<file path="src/rtl/ahb_master_req_gen_pkg.sv">
// Shared AHB types for the master request generator.
// Burst/transfer encodings and the burst length helper.
package ahb_master_req_gen_pkg;

  typedef enum logic [1:0] {
    IDLE   = 2'b00,
    BUSY   = 2'b01,
    NONSEQ = 2'b10,
    SEQ    = 2'b11
  } htrans_type;

  typedef enum logic [2:0] {
    SINGLE = 3'd0,
    INCR   = 3'd1,
    WRAP4  = 3'd2,
    INCR4  = 3'd3,
    WRAP8  = 3'd4,
    INCR8  = 3'd5,
    WRAP16 = 3'd6,
    INCR16 = 3'd7
  } hburst_type;

  typedef enum logic [1:0] {
    S_IDLE = 2'd0,
    S_REQ  = 2'd1,
    S_XFER = 2'd2
  } state_t;

  // Index of the last beat (beats-1); INCR is a single beat.
  function automatic logic [3:0] burst_beats(hburst_type b);
    logic [3:0] lim;
    lim = 4'd0;
    unique case (b)
      WRAP4, INCR4:   lim = 4'd3;
      WRAP8, INCR8:   lim = 4'd7;
      WRAP16, INCR16: lim = 4'd15;
      default:        lim = 4'd0;
    endcase
    return lim;
  endfunction

endpackage

</file>
<file path="src/rtl/ahb_addr_step.sv">
// Next beat address for an AHB burst.
// WRAP bursts only advance the bits below the wrap boundary.
module ahb_addr_step
  import ahb_master_req_gen_pkg::*;
#(
  parameter int ADDR_W = 32
) (
  input  logic [ADDR_W-1:0] addr,
  input  logic [2:0]        size,
  input  hburst_type        burst,
  output logic [ADDR_W-1:0] next_addr
);

  logic [ADDR_W-1:0] step;
  logic [ADDR_W-1:0] sum;
  logic [ADDR_W-1:0] mask;
  logic [4:0]        wbits;
  logic              wrap;

  // Boundary bits = log2(beats) + size; mask keeps the wrapping field.
  always_comb begin
    step  = ADDR_W'(1) << size;
    sum   = addr + step;
    wrap  = 1'b1;
    wbits = 5'(size);
    unique case (burst)
      WRAP4:   wbits = 5'(size) + 5'd2;
      WRAP8:   wbits = 5'(size) + 5'd3;
      WRAP16:  wbits = 5'(size) + 5'd4;
      default: wrap  = 1'b0;
    endcase
    mask      = ~({ADDR_W{1'b1}} << wbits);
    next_addr = wrap ? ((addr & ~mask) | (sum & mask)) : sum;
  end

endmodule

</file>
<file path="src/rtl/ahb_master_req_gen.sv">
// AHB master request generator: one command in, one
// arbitrated request plus NONSEQ/SEQ burst out.
module ahb_master_req_gen
  import ahb_master_req_gen_pkg::*;
#(
  parameter int ADDR_W   = 32,
  parameter int MAX_SIZE = 2
) (
  input  logic              hclk,
  input  logic              hreset_n,
  input  logic              cmd_valid,
  output logic              cmd_ready,
  input  logic [ADDR_W-1:0] cmd_addr,
  input  logic              cmd_write,
  input  hburst_type        cmd_burst,
  input  logic [2:0]        cmd_size,
  output logic              hreq,
  input  logic              hgrant,
  input  logic              hwait,
  output logic [ADDR_W-1:0] haddr,
  output htrans_type        htrans,
  output logic              hwrite,
  output hburst_type        hburst,
  output logic [2:0]        hsize,
  output logic              beat_done,
  output logic              xfer_done
);

  localparam logic [2:0] MAX_SZ = 3'(MAX_SIZE);

  state_t            state_q, state_d;
  logic [ADDR_W-1:0] addr_q, addr_d;
  logic              write_q, write_d;
  hburst_type        burst_q, burst_d;
  logic [2:0]        size_q, size_d;
  logic [3:0]        cnt_q, cnt_d;
  logic              first_q, first_d;
  logic [ADDR_W-1:0] next_addr;

  ahb_addr_step #(
    .ADDR_W (ADDR_W)
  ) u_step (
    .addr      (addr_q),
    .size      (size_q),
    .burst     (burst_q),
    .next_addr (next_addr)
  );

  assign haddr  = addr_q;
  assign hwrite = write_q;
  assign hburst = burst_q;
  assign hsize  = size_q;

  // State and captured command registers.
  always_ff @(posedge hclk or negedge hreset_n) begin
    if (!hreset_n) begin
      state_q <= S_IDLE;
      addr_q  <= '0;
      write_q <= 1'b0;
      burst_q <= SINGLE;
      size_q  <= 3'd0;
      cnt_q   <= 4'd0;
      first_q <= 1'b0;
    end else begin
      state_q <= state_d;
      addr_q  <= addr_d;
      write_q <= write_d;
      burst_q <= burst_d;
      size_q  <= size_d;
      cnt_q   <= cnt_d;
      first_q <= first_d;
    end
  end

  // Next state, beat bookkeeping and handshake outputs.
  always_comb begin
    state_d   = state_q;
    addr_d    = addr_q;
    write_d   = write_q;
    burst_d   = burst_q;
    size_d    = size_q;
    cnt_d     = cnt_q;
    first_d   = first_q;
    cmd_ready = 1'b0;
    hreq      = 1'b0;
    htrans    = IDLE;
    beat_done = 1'b0;
    xfer_done = 1'b0;
    unique case (state_q)
      S_IDLE: begin
        cmd_ready = 1'b1;
        if (cmd_valid) begin
          addr_d  = cmd_addr;
          write_d = cmd_write;
          burst_d = cmd_burst;
          size_d  = (cmd_size > MAX_SZ) ? MAX_SZ : cmd_size;
          cnt_d   = 4'd0;
          first_d = 1'b1;
          state_d = S_REQ;
        end
      end
      S_REQ: begin
        hreq = 1'b1;
        if (hgrant) state_d = S_XFER;
      end
      S_XFER: begin
        hreq   = 1'b1;
        htrans = first_q ? NONSEQ : SEQ;
        if (hgrant) begin
          beat_done = 1'b1;
          addr_d    = next_addr;
          cnt_d     = cnt_q + 4'd1;
          first_d   = 1'b0;
          if (cnt_q == burst_beats(burst_q)) begin
            xfer_done = 1'b1;
            state_d   = S_IDLE;
          end
        end else if (!hwait) begin
          first_d = 1'b1;
          state_d = S_REQ;
        end
      end
      default: state_d = S_IDLE;
    endcase
  end

endmodule

</file>
<file path="config.mk">
export PLATFORM = sky130hd
export DESIGN_NAME = ahb_master_req_gen
export DESIGN_NICKNAME = d
export VERILOG_FILES = /design/src/rtl/ahb_master_req_gen_pkg.sv /design/src/rtl/ahb_addr_step.sv /design/src/rtl/ahb_master_req_gen.sv
export SDC_FILE = /design/constraint.sdc
export NUM_CORES = 1
export LEC_CHECK = 0
export ABC_AREA = 1
export CORE_MARGIN = 8
export CORE_UTILIZATION = 45
export DETAILED_ROUTE_END_ITERATION = 8
export PLACE_DENSITY = 0.8
export SLEW_MARGIN = 20
export SYNTH_ARGS = -nofsm -noshare
export SYNTH_HDL_FRONTEND = slang
export SYNTH_HIERARCHICAL = 1
export SYNTH_SLANG_ARGS = --single-unit
</file>
<file path="constraint.sdc">
create_clock -name hclk -period 3.1 [get_ports hclk]
set_input_delay 0.93 -clock hclk [delete_from_list [all_inputs] [get_ports hclk]]
set_output_delay 0.93 -clock hclk [all_outputs]
set_load 0.1 [all_outputs]
</file>
==> out/qor.csv <==
metric,value,unit
seq_area,0.00115,mm2
nets,811,
cts_setup_buffers,0,
die_h,114,um
synth_top_area_frac,0.269,
fillers,895,
first_pass_iters,5,
final_antenna_net_count,0,
clockBufferDepth,2,
ys_ff_latch,46,
io-pin-count,89,
top_layer,met4,
cp-end-kind,output port,
drtIter0Drc,304,
slew_headroom,0.591,
arrival,1.96,ns
worstMarginPinSlew,0.614,ns
dp_hpwl,9260,um
ys_seq_area_frac,0.269,
cts_sinks,46,
tns,0,ns
wl_met2,5830,um
slew_violations,0,
utilization,0.577,
track_usage,0.186,
min_period,2.89,ns
cts_hold_buf,0,
fp-row-count,35,
placedCellCount,867,
async_reset_ff_frac,1.00,
grt_pass1_wl,19900,um
hp-class,reg2reg,
path_class,in2out,
fin_crit_sh,0.931,
fin_ws,0.213,ns
ys_top_cells_by_area,"dfrtp_1 27%, nand2_1 21%, inv_1 6.9%, nor2_1 6.8%, ha_1 6.1%",
timing_hold_violations_final,0,
cts_buffers,5,
grt_pass1_vias,4306,
drive_above_1_share,0.154,
die_x,114,um
setup_viol,0,
cap_viol_max_count,0,
synth_ff_type,dfrtp_1,
cts_resized,0,
synthDistinctLibCells,38,
max_freq,346,MHz
core,0.00924,mm2
clk_latency,0.31,ns
clkTransAtPathRegs,0.10,ns
wl,12100,um
skew,0.00759,ns
die_area,0.0129,mm2
gp_congestion,0.916,
grt_start_max_net_pins,69,
antenna_found_initial,0,
cts_tree,built,
numPortBuffers,88,
syn_inst,662,
crit_fanout,5,
syn_nets,728,
ctsHtreeMaxLevel,2,
overflow,0,
dr_wl_met3,769,um
fin_cells,875,
met1_length,5280,um
synth_common_cells,"245 x nand2_1, 79 x inv_1, 77 x nor2_1, 46 x dfrtp_1, 45 x nand3_1",
n_antenna_cell,0,
rsz0062_at_grt,no,
vias,4447,
synth_edf_count,0,
required,2.17,ns
start_util,0.463,
start_kind,input port,
wl_per_cell,13.8,um
viasPerCell,5.08,
cts-root-buf,clkbuf_8,
yosys.area.top_type,dfrtp_1,
synthMostInstantiatedCell,nand2_1,
syn_area,0.00428,mm2
outcome,"complete, no violations",
drc_errors,0,
syn_avg_cell_area,6.46,um2
syn_to_final_growth,24.5,%
dp_slack,0.211,ns
multi_input_area,0.00271,mm2
yosys_warnings,6,
[kinds of logic (layout without fill, tap and decap cells)]
group | after synthesis | in the layout | share of synthesized area
AO/OA/AOI/OAI | 56 | 56 | 0.107
XOR/XNOR | 17 | 17 | 0.0348
AND/OR/NAND/NOR | 415 | 415 | 0.420
flip-flops | 46 | 46 | 0.269
adder cells (fa/ha/maj) | 22 | 22 | 0.0661
buffers and inverters | 106 | 190 | 0.104
[worst max-delay path, stage by stage]
cell,delay (ns)
clkdlybuf4s50_1,0.48
nand2_1,0.12
inv_1,0.22
buf_12,0.21
[cell type report]
class                           count  area share
Tap cell                          129      0.0303
Inverter                           89      0.0627
Clock inverter                      2     0.00705
Multi-Input combinational cell    510       0.508
Clock buffer                        6      0.0136
Sequential cell                    46       0.217
Timing Repair Buffer               93       0.162
[per-layer routing]
metal,vias up,GRT usage
met2,133,0.324
met1,2034,0.220
met5,-,0
met4,0,0.0533
met3,17,0.0449
li1,2263,-
[flip-flops by register name, summed over array words and instances (netlist names)]
| name | count |
|---|---|
| cnt_q | 4 |
| hsize | 3 |
| hburst | 3 |
| state_q | 2 |
| haddr | 32 |
| first_q | 1 |
| hwrite | 1 |
[layout by cell type (no fill, tap or decap), types with 4 or more instances in the layout]
master and instances:
a21oi_1 6, a31oi_1 12, a31oi_2 20, buf_12 5, buf_4 45, clkbuf_8 5
clkdlybuf4s50_1 42, dfrtp_1 44, ha_1 20, inv_1 79, inv_2 10, nand2_1 244
nand2_2 9, nand3_1 45, nand3b_1 4, nand4_1 16, nor2_1 75, nor2_4 5
nor3_1 4, o21ai_0 12, xnor2_1 9, xor2_1 8
[metrics by stage]
stage,hold WS [ns],instance area [um2]
detailed placement,0.471,5220
global route,0.547,5330
finish,0.492,5330
CTS,0.496,5330
floorplan,0.494,4300
global placement,0.468,5220
[worst paths after layout]
| kind | start | end | slack [ns] | cells past startpoint |
|---|---|---|---|---|
| worst max-delay path | hgrant | beat_done | 0.21 | 4 |
| worst min-delay path | hwrite | hwrite | 0.49 | 2 |
| worst max register to register | hsize[1] | haddr[22] | 0.34 | 16 |
| worst min register to register | hwrite | hwrite | 0.49 | 2 |
| max in group asynchronous | hreset_n | hsize[0] | 1.94 | 2 |
| min in group asynchronous | hreset_n | haddr[1] | 0.71 | 2 |
Power is left out: the tool's default activity adds up to more than one toggle a clock period on the data nets, which glitch-free logic cannot reach.
